$ cat src/rtl/is_tx_sched.sv
// Shares one UART transmitter between the echo path and the ROM message streamer.
// Messages are atomic; echo wins arbitration in IDLE and otherwise waits in a one-entry buffer.
module is_tx_sched #(
  parameter int DATA_W    = 8,
  parameter int MEM_WIDTH = 6,
  parameter int ROM_LAT   = 1
) (
  input  logic                 clk_i,
  input  logic                 rstn_i,
  input  logic                 echo_req_i,
  input  logic [DATA_W-1:0]    echo_data_i,
  output logic                 echo_drop_o,
  input  logic                 msg_req_i,
  input  logic [MEM_WIDTH-1:0] msg_start_i,
  input  logic [MEM_WIDTH-1:0] msg_end_i,
  output logic                 msg_ack_o,
  output logic                 msg_done_o,
  output logic [MEM_WIDTH-1:0] rom_addr_o,
  input  logic [DATA_W-1:0]    rom_data_i,
  input  logic                 tx_rdy_r_i,
  output logic                 tx_rdy_t_o,
  output logic [DATA_W-1:0]    tx_data_t_o,
  output logic                 busy_o
);

  typedef enum logic [2:0] {
    S_IDLE,
    S_ECHO_TX,
    S_MSG_RD,
    S_MSG_TX,
    S_TX_WAIT
  } state_t;

  localparam logic [1:0] LAT_LAST = 2'(ROM_LAT - 1);

  state_t                 state_q, state_d;
  logic                   ret_msg_q, ret_msg_d;
  logic                   echo_vld_q, echo_vld_d;
  logic [DATA_W-1:0]      echo_buf_q, echo_buf_d;
  logic [MEM_WIDTH-1:0]   cur_addr_q, cur_addr_d;
  logic [MEM_WIDTH-1:0]   end_addr_q, end_addr_d;
  logic [1:0]             lat_cnt_q, lat_cnt_d;
  logic [DATA_W-1:0]      tx_data_q, tx_data_d;

  logic                   strobe;
  logic                   drain;
  logic                   ack;
  logic                   done;
  logic                   drop;
  logic [DATA_W-1:0]      tx_byte;

  always_comb begin
    state_d    = state_q;
    ret_msg_d  = ret_msg_q;
    echo_vld_d = echo_vld_q;
    echo_buf_d = echo_buf_q;
    cur_addr_d = cur_addr_q;
    end_addr_d = end_addr_q;
    lat_cnt_d  = lat_cnt_q;
    tx_data_d  = tx_data_q;
    strobe     = 1'b0;
    drain      = 1'b0;
    ack        = 1'b0;
    done       = 1'b0;
    drop       = 1'b0;
    tx_byte    = tx_data_q;

    case (state_q)
      S_IDLE: begin
        // An echo byte arriving this cycle also blocks the message, so echo keeps priority.
        if (echo_vld_q) begin
          state_d = S_ECHO_TX;
        end else if (msg_req_i && !echo_req_i && !rstn_i) begin
          ack        = 1'b1;
          cur_addr_d = msg_start_i;
          end_addr_d = msg_end_i;
          lat_cnt_d  = 2'd0;
          state_d    = S_MSG_RD;
        end
      end
      S_ECHO_TX: begin
        if (tx_rdy_r_i) begin
          strobe    = 1'b1;
          drain     = 1'b1;
          tx_byte   = echo_buf_q;
          ret_msg_d = 1'b0;
          state_d   = S_TX_WAIT;
        end
      end
      S_MSG_RD: begin
        if (lat_cnt_q == LAT_LAST) begin
          lat_cnt_d = 2'd0;
          state_d   = S_MSG_TX;
        end else begin
          lat_cnt_d = lat_cnt_q + 2'd1;
        end
      end
      S_MSG_TX: begin
        // rom_addr_o is held at cur_addr, so rom_data_i stays valid until the strobe.
        if (tx_rdy_r_i) begin
          strobe  = 1'b1;
          tx_byte = rom_data_i;
          state_d = S_TX_WAIT;
          if (cur_addr_q == end_addr_q) begin
            done      = 1'b1;
            ret_msg_d = 1'b0;
          end else begin
            cur_addr_d = cur_addr_q + MEM_WIDTH'(1);
            ret_msg_d  = 1'b1;
          end
        end
      end
      S_TX_WAIT: begin
        if (tx_rdy_r_i) begin
          lat_cnt_d = 2'd0;
          state_d   = ret_msg_q ? S_MSG_RD : S_IDLE;
        end
      end
      default: state_d = S_IDLE;
    endcase

    if (echo_req_i && (!echo_vld_q || drain)) begin
      echo_vld_d = 1'b1;
      echo_buf_d = echo_data_i;
    end else if (drain) begin
      echo_vld_d = 1'b0;
    end
    drop = echo_req_i && echo_vld_q && !drain;

    if (strobe) begin
      tx_data_d = tx_byte;
    end
  end

  always_ff @(posedge clk_i or posedge rstn_i) begin
    if (rstn_i) begin
      state_q    <= S_IDLE;
      ret_msg_q  <= 1'b0;
      echo_vld_q <= 1'b0;
      echo_buf_q <= '0;
      cur_addr_q <= '0;
      end_addr_q <= '0;
      lat_cnt_q  <= 2'd0;
      tx_data_q  <= '0;
    end else begin
      state_q    <= state_d;
      ret_msg_q  <= ret_msg_d;
      echo_vld_q <= echo_vld_d;
      echo_buf_q <= echo_buf_d;
      cur_addr_q <= cur_addr_d;
      end_addr_q <= end_addr_d;
      lat_cnt_q  <= lat_cnt_d;
      tx_data_q  <= tx_data_d;
    end
  end

  assign echo_drop_o = drop;
  assign msg_ack_o   = ack;
  assign msg_done_o  = done;
  assign rom_addr_o  = cur_addr_q;
  assign tx_rdy_t_o  = strobe;
  assign tx_data_t_o = tx_byte;
  assign busy_o      = (state_q != S_IDLE);

endmodule

$ cat config.mk
export PLATFORM = sky130hd
export DESIGN_NAME = is_tx_sched
export DESIGN_NICKNAME = d
export VERILOG_FILES = /design/src/rtl/is_tx_sched.sv
export SDC_FILE = /design/constraint.sdc
export NUM_CORES = 1
export LEC_CHECK = 0
export BUFFER_PORTS_ARGS = -buffer_cell sky130_fd_sc_hd__buf_2
export CAP_MARGIN = 10
export CORE_UTILIZATION = 40
export DETAILED_ROUTE_END_ITERATION = 8
export SYNTH_ARGS = -nofsm -noshare
export SYNTH_HDL_FRONTEND = slang
export SYNTH_SLANG_ARGS = --single-unit
$ cat constraint.sdc
create_clock -name clk_i -period 2 [get_ports clk_i]
set_input_delay 0 -clock clk_i [delete_from_list [all_inputs] [get_ports clk_i]]
set_output_delay 0 -clock clk_i [all_outputs]
set_load 0.02 [all_outputs]
# Word-level counts from Yosys, hierarchy flattened
# Index checks and enable logic that the tools add are counted.
# Widths: inputs -> output; s select.
dict set report totals {
  in_bits 33
  word_cells 83
  out_inout_bits 19
  register_bits 35
}
dict set report classes {
  mux 35
  addsub 2
  n_reduce_logical 23
  bitwise 1
  n_eq_ne 14
}
# cell n
set ops {}
lappend ops {{$mux 6} 4}
lappend ops {{$mux 8} 2}
lappend ops {{$pmux 8 s2} 1}
lappend ops {{$mux 3} 5}
lappend ops {{$mux 1} 14}
lappend ops {{$ne 2x2->1 const B} 7}
lappend ops {{$pmux 3 s4} 1}
lappend ops {{$pmux 6 s2} 1}
lappend ops {{$mux 2} 5}
lappend ops {{$reduce_and 4->1} 2}
lappend ops {{$add 6x1->6 const B} 1}
lappend ops {{$eq 3x2->1 const B} 2}
lappend ops {{$eq 6x6->1} 1}
lappend ops {{$pmux 2 s3} 1}
lappend ops {{$reduce_and 3->1} 2}
lappend ops {{$reduce_bool 2->1} 3}
lappend ops {{$reduce_bool 3->1} 2}
lappend ops {{$logic_and 1x1->1} 5}
lappend ops {{$reduce_and 5->1} 1}
lappend ops {{$logic_not 1->1} 4}
lappend ops {{$eq 3x1->1 const B} 1}
lappend ops {{$eq 3x3->1 const B} 1}
lappend ops {{$logic_not 3->1} 1}
lappend ops {{$ne 3x3->1 const B} 1}
lappend ops {{other kinds (7)} 7}

# Depth between registers and ports, before layout
# Gate-level depths: netlist of the first run.
dict set report depth {
  depth_word 6
  depth_mapped 7
  depth_no_buf 5
}

# Worst setup path before layout of the first run
# Ideal clock, no wire load.
dict set report synth_timing {
  kind {reg-to-reg}
  startpoint {register cur_addr_q[3] (netlist: rom_addr_o[3])}
  endpoint {register cur_addr_q[2] (netlist: rom_addr_o[2])}
  synth_period_minus_slack_ns 1.596
  path_buffers 1
  stages_incl_launch_ff 6
  required_time_ns 1.879
  setup_time_ns 0.121
  path_slack_ns 0.404
  arrival_ns 1.475
  cell_sequence {dfrtp_1 xor2_1 nor4_4 a31oi_4 buf_6 a22o_1}
}
dict set report synth_via {
  elab_chain_cells 3
}
# element line
set synth_lines {}
lappend synth_lines {{start: declaration} 40} ;# logic [MEM_WIDTH-1:0] cur_addr_q, cur_addr_d;
lappend synth_lines {{start signal: assignment} 150} ;# cur_addr_q <= cur_addr_d;
lappend synth_lines {{$eq 6x6->1} 104} ;# if (cur_addr_q == end_addr_q) begin
lappend synth_lines {{$ne 2x2->1 (no line)} n/a}
lappend synth_lines {{$reduce_and 5->1 (no line)} n/a}
# Every way passes these cells.
# A chain may end at the register's enable or synchronous reset.

# Worst setup path in the final report of the first run
dict set report layout_timing {
  startpoint {register echo_vld_q}
  endpoint {register cur_addr_q[2] (netlist: rom_addr_o[2])}
}
dict set report layout_via {
  elab_chain_cells 2
}
# element line
set layout_lines {}
lappend layout_lines {{start: declaration} 38} ;# logic echo_vld_q, echo_vld_d;
lappend layout_lines {{start signal: assignment} 148} ;# echo_vld_q <= echo_vld_d;
lappend layout_lines {{$ne 2x2->1 (no line)} n/a}
lappend layout_lines {{$reduce_and 5->1 (no line)} n/a}
# Every way passes these cells.

==> results of run 1 <==
[registers in the layout, indices dropped and copies added, names as in the netlist]
| register | count |
|---|---|
| end_addr_q | 6 |
| echo_vld_q | 1 |
| state_q | 3 |
| ret_msg_q | 1 |
| echo_buf_q | 8 |
| tx_data_q | 8 |
| lat_cnt_q | 2 |
| rom_addr_o | 6 |
[logic make-up (layout without fill, tap and decap cells)]
logic type,after synthesis,in the layout,share of synthesized area [%]
buf+inv,16,91,4.19
xor+xnor,6,6,2.89
compound gates,42,42,14.2
flops,35,35,48.1
simple gates,66,66,18.6
fa+ha+maj,3,3,2.06
mux,17,17,9.90
[worst register-to-register path: stages, from the launching register on]
cell and delay (ns):
dfrtp_1 0.43, nor4b_4 0.36, nand2_2 0.19, a31oi_4 0.26
o21ai_0 0.13, a22o_1 0.24
[layout by cell type, fill, tap and decap left out, drive strengths merged, types with 7 or more instances in the layout]
cell type	count
inv	8
mux2i	9
nor2	7
o21ai	21
dfrtp	35
dlygate4sd3	18
nand2	44
buf	58
a21oi	8
mux2	8
[metal layers]
layer  vias up  global-route usage [%]  wire length, um  share of wire, %
met1       722                    22.9             1830                48
met3         5                    4.36              166               4.4
met5         -                       0                0                 0
met4         0                    4.76               34              0.89
li1        786                       -                -                 -
met2        40                    28.5             1770                47
[power by group]
group	switching [W]	internal (W)
clock	0.000237	0.000270
combinational	0.000797	0.000572
sequential	0.000200	0.000978
total	0.00123	0.00182
[final timing paths]
check	startpoint	to	slack [ns]	cells past startpoint
min	tx_rdy_r_i	state_q[0]$_DFFE_PP0P_	0.01	2
max reg2reg	echo_vld_q$_DFFE_PP0P_	rom_addr_o[2]$_DFFE_PP0P_	0.29	5
min reg2reg	tx_data_q[6]$_DFFE_PP0P_	tx_data_q[6]$_DFFE_PP0P_	0.47	2
max	echo_vld_q$_DFFE_PP0P_	rom_addr_o[2]$_DFFE_PP0P_	0.29	5
min in group asynchronous	rstn_i	lat_cnt_q[1]$_DFFE_PP0P_	0.26	3
max in group asynchronous	rstn_i	tx_data_q[1]$_DFFE_PP0P_	1.17	4
[layout make-up]
| class | instances | area share [%] |
|---|---|---|
| clock buffers | 6 | 3.42 |
| clock inverters | 1 | 0.207 |
| inverters | 8 | 1.24 |
| multi-input cells | 134 | 36.0 |
| flip-flops and latches | 35 | 36.3 |
| well taps | 52 | 2.69 |
| repair buffers | 76 | 20.2 |
[metrics by stage]
step	cell area, um^2	hold WS [ns]	std cells
2_1_floorplan	1820	0.0986	185
3_3_place_gp	2150	0.0427	287
3_5_place_dp	2150	0.0331	287
4_1_cts	2410	0.00490	312
5_1_grt	2410	0.0257	312
6_report	2410	0.0123	312
[timing repair]
item / in CTS / in global routing
hold buffers: 18 / 0
buffers inserted: 0 / 0
hold endpoints to repair: 26 / 0
==> metrics, run 1 <==
outcome=finished clean; drt drc=0; area occupied by multi-input gates=868 um^2; sequential area share after synthesis=48.1%; largest stage delay on the critical path=0.43 ns; Clock transition at path regs=0.07 ns; pre-CTS setup slack=0.285 ns; core area=4350 um^2; CP Max Fanout=8; first-pass GRT wire length=6.70 mm; Tot Pwr=0.00306 W; clock skew=0.00845 ns; DRT Wirelength=3.80 mm; Slew HR=73.9%; f_max=0.586 GHz; CTS max path bufs=2; Cell Area, Synth=1820 um^2; Tmin final=1.71 ns; Ports=52; Static Leak=1.20 nW; DR pass1 iterations=4; syn avg cell area=9.84 um^2; total clock buffers created by CTS=5; most instantiated library cell after synthesis=nand2_1; vias per cell=4.98; grt ovf=0; synthesis-to-layout area growth=32.6%; Post-Syn Nets=221; Resized cells post-CTS=0; post-DP HPWL=2.76 mm; Port Buffer Count=51; number of routed nets with antenna violations=0; CTS tree=built; EDFF count, synth=0; setup_tns=0 ns; Die Span X=69.5 um; number of global-route vias before repair=1459; Max Slew Vio Count=0; antenna cells=0; top cells by area, synth=dfrtp_1 (48%), nand2_1 (8.5%), o21ai_0 (5.5%); RSZ-0062 raised after global routing=false; routed wire length per instance=12.2 um; Placer Congestion=0.769; layout cells sized above 1=31.5%; maximum vdd ir drop=0.780 mV; fin crit share=85.3%; Post-synth ARST share=100%; H-tree depth reported by CTS=2; Cells after Synth=185; Critical-path top delay cell=dfrtp_1; vias post-DR=1553; Placement Rows=24; Worst Setup Path Type=reg -> reg; CP Cell Sequence=nor4b_4, nand2_2, a31oi_4, o21ai_0, a22o_1; Initial Utilization=41.8%; critical path data arrival time=1.88 ns; synthesis-stage register bit count=35; NumNets Final=296; Power Density=1270 nW/um^2; Final Hold Viols=0; CTS Root Cell=clkbuf_8; Critical Path Sink Type=flop; Hold Crit Class=in -> reg; FF+latch area=876 um^2; initial antenna violation count=0; total track usage=17.4%; largest net degree at the start of global routing=28; CP Buf/Inv Count=0; Yosys top cell area share=48.1%; 1st-iter DRT viols=56; die footprint=4820 um^2; Finish-stage setup viols=0; FILL cells=404; Synth cell types=34; Num Clock Sinks=35; dominant cell type by area after synthesis=dfrtp_1; fin worst setup slack=0.293 ns; most frequent cells after synthesis=nand2_1 (41), dfrtp_1 (35), o21ai_0 (20); Die H=69.5 um; Worst-Skew Late Latency=0.28 ns; Synth Flop Type=dfrtp_1; Synthesis Warnings=0; cell family with most CP delay=compound AO/OA/AOI/OAI gates; Critical Path RT=2.18 ns; Final Util=55.5%; Max Cap Viol=0; Worst Max-Slew Pin Slew=0.392 ns; Critical Path Source Type=flop
Note: power is estimated with default switching activity, not from simulation.
==> run 2, diff against run 1 <==
--- a/config.mk
+++ b/config.mk
@@ -7,6 +7,7 @@
 export LEC_CHECK = 0
 export BUFFER_PORTS_ARGS = -buffer_cell sky130_fd_sc_hd__buf_2
 export CAP_MARGIN = 10
+export CORE_MARGIN = 1
 export CORE_UTILIZATION = 40
 export DETAILED_ROUTE_END_ITERATION = 8
 export SYNTH_ARGS = -nofsm -noshare
==> constraint.sdc (replaced) <==
create_clock -name clk_i -period 2.1 [get_ports clk_i]
set_input_delay 0 -clock clk_i [delete_from_list [all_inputs] [get_ports clk_i]]
set_output_delay 0 -clock clk_i [all_outputs]
set_load 0.02 [all_outputs]
==> run 2 against run 1 <==
Fmax is 7.3% lower. Clock skew decreased by 0.0039 ns. Register-to-register slack lost 0.04 ns.
==> metrics, run 2 (synthesis results as in run 1) <==
Critical Path RT=2.27 ns; setup_tns=0 ns; Placer Congestion=0.757; Placement Rows=24; Finish-stage setup viols=0; Critical Path Sink Type=flop; total clock buffers created by CTS=5; Finished Layout Cells=312; outcome=finished clean; Clock transition at path regs=0.07 ns; M1 WL=1.85 mm; total track usage=17.8%; Tmin final=1.84 ns; Power Density=1210 nW/um^2; Worst-Skew Late Latency=0.28 ns; Worst Max-Slew Pin Slew=0.431 ns; Initial Utilization=41.8%; FILL cells=406; Critical-path top delay cell=dfrtp_1; postcts setup bufs=0; Ports=52; H-tree depth reported by CTS=2; Max Slew Vio Count=0; Slew HR=71.3%; commonest cells after routing, fill and taps aside=buf_2 (51), nand2_1 (41), dfrtp_1 (35), o21ai_0 (20), dlygate4sd3_1 (18); Hold Crit Class=in -> reg; Largest regs=echo_buf_q: 8 flops, tx_data_q: 8 flops; die footprint=4820 um^2; Worst Setup Path Type=reg -> reg; met3 WL=203 um; number of routed nets with antenna violations=0; grt ovf=0; Levels on crit path=5; Min-Delay Path Depth=2; NumNets Final=295; post-DP HPWL=2.74 mm; Die H=69.5 um; Num Clock Sinks=35; CTS tree=built; largest net degree at the start of global routing=28; cell family with most CP delay=compound AO/OA/AOI/OAI gates; layout cells sized above 1=31.2%; routed wire length per instance=12.6 um; largest stage delay on the critical path=0.43 ns; Critical Path Source Type=flop; fin crit share=87.7%; drt drc=0; placed cells=286; vias post-DR=1555; Die Span X=69.5 um; critical path data arrival time=2.02 ns; antenna cells=0; first-pass GRT wire length=6.80 mm; clock skew=0.00457 ns; Final Hold Viols=0; Static Leak=1.18 nW; CTS Root Cell=clkbuf_8; core area=4350 um^2; maximum vdd ir drop=0.726 mV; cts hold-fix bufs=18; DR pass1 iterations=4; Port Buffer Count=51; met2 routed WL=1.78 mm; initial antenna violation count=0; 1st-iter DRT viols=53; synthesis-to-layout area growth=32.1%; CP Max Fanout=12; vias per cell=4.98; CTS max path bufs=2; DRT Wirelength=3.92 mm; commonest non-fill, non-tap cell in the layout=buf_2; CP Buf/Inv Count=0; number of global-route vias before repair=1512; RSZ-0062 raised after global routing=false; f_max=0.543 GHz; CP Cell Sequence=nor4b_4, nand2_2, a31oi_4, o21ai_0, a22o_1; uppermost routed layer=met4; Resized cells post-CTS=0; R2R depth=5; Max Cap Viol=0
run 2: final cells by class:
| class | count | area, um^2 | share of cell area, % |
|---|---|---|---|
| sequential | 35 | 876 | 36.4 |
| multi-input combinational | 134 | 868 | 36.1 |
| timing repair buffer | 75 | 480 | 20.0 |
| clock buffer | 6 | 72.6 | 3.02 |
| tap | 52 | 65.1 | 2.71 |
| inverter | 8 | 30.0 | 1.25 |
| clock inverter | 2 | 12.5 | 0.520 |
run 2: metal layers:
layer	up-vias	global-route usage, %
met2	47	29.4
met3	9	3.78
met1	716	22.3
met4	0	8.16
li1	783	-
met5	-	0
run 2: worst paths after layout:
kind / start / to / slack [ns]
max: echo_vld_q$_DFFE_PP0P_ / rom_addr_o[2]$_DFFE_PP0P_ / 0.26
min: tx_rdy_r_i / state_q[0]$_DFFE_PP0P_ / 0.003
max reg2reg: echo_vld_q$_DFFE_PP0P_ / rom_addr_o[2]$_DFFE_PP0P_ / 0.26
min reg2reg: tx_data_q[0]$_DFFE_PP0P_ / tx_data_q[0]$_DFFE_PP0P_ / 0.47
max in group asynchronous: rstn_i / tx_data_q[7]$_DFFE_PP0P_ / 1.02
min in group asynchronous: rstn_i / state_q[0]$_DFFE_PP0P_ / 0.28
run 2: per-stage QoR:
step                      hold slack, ns  power, W  setup WS (ns)  instance area (um^2)  util, %
after detailed placement          0.0607   0.00242          0.272                  2140     49.1
final                            0.00288   0.00290          0.258                  2400     55.2
after global routing              0.0201   0.00312          0.140                  2400     55.2
after global placement            0.0528   0.00240          0.338                  2140     49.1
after floorplan                   0.0986   0.00206          0.504                  1820        -
after CTS                        0.00492   0.00294          0.257                  2400     55.2
run 2: where the power goes:
group          internal (W)  switching, W  leakage, nW  total, W
clock              0.000232      0.000241       0.0412  0.000473
sequential         0.000931      0.000194        0.442   0.00113
combinational      0.000544      0.000756        0.700   0.00130
==> run 3, diff against run 2 <==
--- a/config.mk
+++ b/config.mk
@@ -5,7 +5,7 @@
 export SDC_FILE = /design/constraint.sdc
 export NUM_CORES = 1
 export LEC_CHECK = 0
-export BUFFER_PORTS_ARGS = -buffer_cell sky130_fd_sc_hd__buf_2
+export BUFFER_PORTS_ARGS = -buffer_cell sky130_fd_sc_hd__clkbuf_2
 export CAP_MARGIN = 10
 export CORE_MARGIN = 1
 export CORE_UTILIZATION = 40
==> run 3 against run 2 <==
Sequential power about the same. Total power up 4.3%. Largest cell class unchanged. Global-route usage down 1.4 points. Count of clock-buffer cells in the layout down 1. Wire length down 5.4%. Design area up 0.83%. Combinational power about the same.
==> metrics, run 3 (synthesis results as in run 1) <==
outcome=finished clean; clock skew=0.00574 ns; Psw=0.00120 W; placed cells=285; DR pass1 iterations=4; FILL cells=378; number of routed nets with antenna violations=0; layout cells sized above 1=31.3%; sw frac=39.7%; largest net degree at the start of global routing=36; commonest cells after routing, fill and taps aside=clkbuf_2 (51), nand2_1 (41), dfrtp_1 (35), o21ai_0 (20), dlygate4sd3_1 (18); Critical-path top delay cell=dfrtp_1; Worst Max-Slew Pin Slew=0.448 ns; sequential share of power=37.2%; GRT busiest layer=met2; initial antenna violation count=0; Die H=69.5 um; Hold Slack=0.0190 ns; vias post-DR=1509; f_max=0.550 GHz; Initial Utilization=41.8%; antenna cells=0; Num Clock Sinks=35; H-tree depth reported by CTS=2; Max Cap Viol=0; grt ovf=0; Max Slew Vio Count=0; Port Buffer Count=51; Tmin final=1.82 ns; NumNets Final=294; number of global-route vias before repair=1432; Placement Rows=24; Placer Congestion=0.764; routing usage on met2=26.4%; Worst-Skew Late Latency=0.28 ns; routed wire length per instance=11.9 um; total track usage=16.5%; GR Util met1=22.2%; fin crit share=86.5%; drt drc=0; Critical Path RT=2.27 ns; CP Max Fanout=12; Resized cells post-CTS=0; clock share of power=19.9%; Largest regs=echo_buf_q: 8 flops, tx_data_q: 8 flops; Critical Path Sink Type=flop; critical path data arrival time=1.99 ns; Die Span X=69.5 um; CTS Root Cell=clkbuf_8; Static Leak=1.20 nW; DRT Wirelength=3.71 mm; CTS tree=built; commonest non-fill, non-tap cell in the layout=clkbuf_2; Final Util=55.7%; post-DP HPWL=2.65 mm; RSZ-0062 raised after global routing=false; die footprint=4820 um^2; 1st-iter DRT viols=33; Internal=0.00182 W; maximum vdd ir drop=0.689 mV; Power Density=1250 nW/um^2; total clock buffers created by CTS=5; CTS max path bufs=2; Combinational Power Share=42.9%; Hold Crit Class=in -> reg; FF+latch area=876 um^2; vias per cell=4.85; Final Hold Viols=0; largest stage delay on the critical path=0.42 ns; Worst Setup Path Type=reg -> reg; Finish-stage setup viols=0; area occupied by multi-input gates=868 um^2; setup_tns=0 ns; synthesis-to-layout area growth=33.2%; Ports=52; core area=4350 um^2; Critical Path Source Type=flop; CP Cell Sequence=nor4b_4, nand2_2, a31oi_4, o21ai_0, a22o_1; Slew HR=70.1%; first-pass GRT wire length=6.31 mm; Finished Layout Cells=311; GR Util met3=4.36%; Clock transition at path regs=0.07 ns
## run 3: changes by cell type in the layout (fill, tap and decap cells not counted), sizes merged
cell,change
clkinvlp,-1
clkinv,+1
buf,-52
bufinv,+1
clkbuf,+50
## run 3: routing by layer
metal | share of wire, % | wire length, um
met1 | 49 | 1810
met2 | 46 | 1710
met3 | 4.9 | 181
met5 | 0 | 0
met4 | 0.30 | 11
## run 3: critical path, delay by kind of cell, from the launching register on
family | cells | cell delay, ns
flops | 1 | 0.42
compound gates | 3 | 0.72
simple gates | 2 | 0.57
## run 3: worst paths after layout
check | from | to | slack (ns) | depth (start not counted)
worst max-delay path | echo_vld_q$_DFFE_PP0P_ | rom_addr_o[2]$_DFFE_PP0P_ | 0.28 | 5
min in group asynchronous | rstn_i | echo_vld_q$_DFFE_PP0P_ | 0.37 | 4
max in group asynchronous | rstn_i | rom_addr_o[3]$_DFFE_PP0P_ | 1.41 | 4
worst min register to register | tx_data_q[0]$_DFFE_PP0P_ | tx_data_q[0]$_DFFE_PP0P_ | 0.47 | 2
worst max register to register | echo_vld_q$_DFFE_PP0P_ | rom_addr_o[2]$_DFFE_PP0P_ | 0.28 | 5
worst min-delay path | tx_rdy_r_i | state_q[0]$_DFFE_PP0P_ | 0.02 | 2
## run 3: stage by stage
step	power, W	instance area [um^2]	worst slack (ns)
floorplan	0.00206	1820	0.504
global placement	0.00240	2130	0.330
detailed placement	0.00242	2130	0.285
CTS	0.00306	2420	0.272
global route	0.00324	2420	0.163
finish	0.00302	2420	0.283
## run 3: power groups by stage
stage | clock network [W] | logic, W | registers, W
after floorplan | 0 | 0.000943 | 0.00112
after global placement | 0 | 0.00127 | 0.00113
after detailed placement | 0 | 0.00128 | 0.00114
after CTS | 0.000621 | 0.00131 | 0.00113
after global routing | 0.000639 | 0.00143 | 0.00117
final | 0.000602 | 0.00129 | 0.00112
## run 3: cell type report
class,count,share of cell area [%]
multi-input cells,134,35.8
flip-flops and latches,35,36.1
repair buffers,74,19.5
well taps,52,2.68
clock inverters,3,1.81
inverters,8,1.24
clock buffers,5,2.84
## run 3: timing repair
action | CTS | global route
setup buffers | 0 | 0
hold endpoints to repair | 52 | 0
endpoints found under the setup margin | 0 | 0
hold buffers | 18 | 0
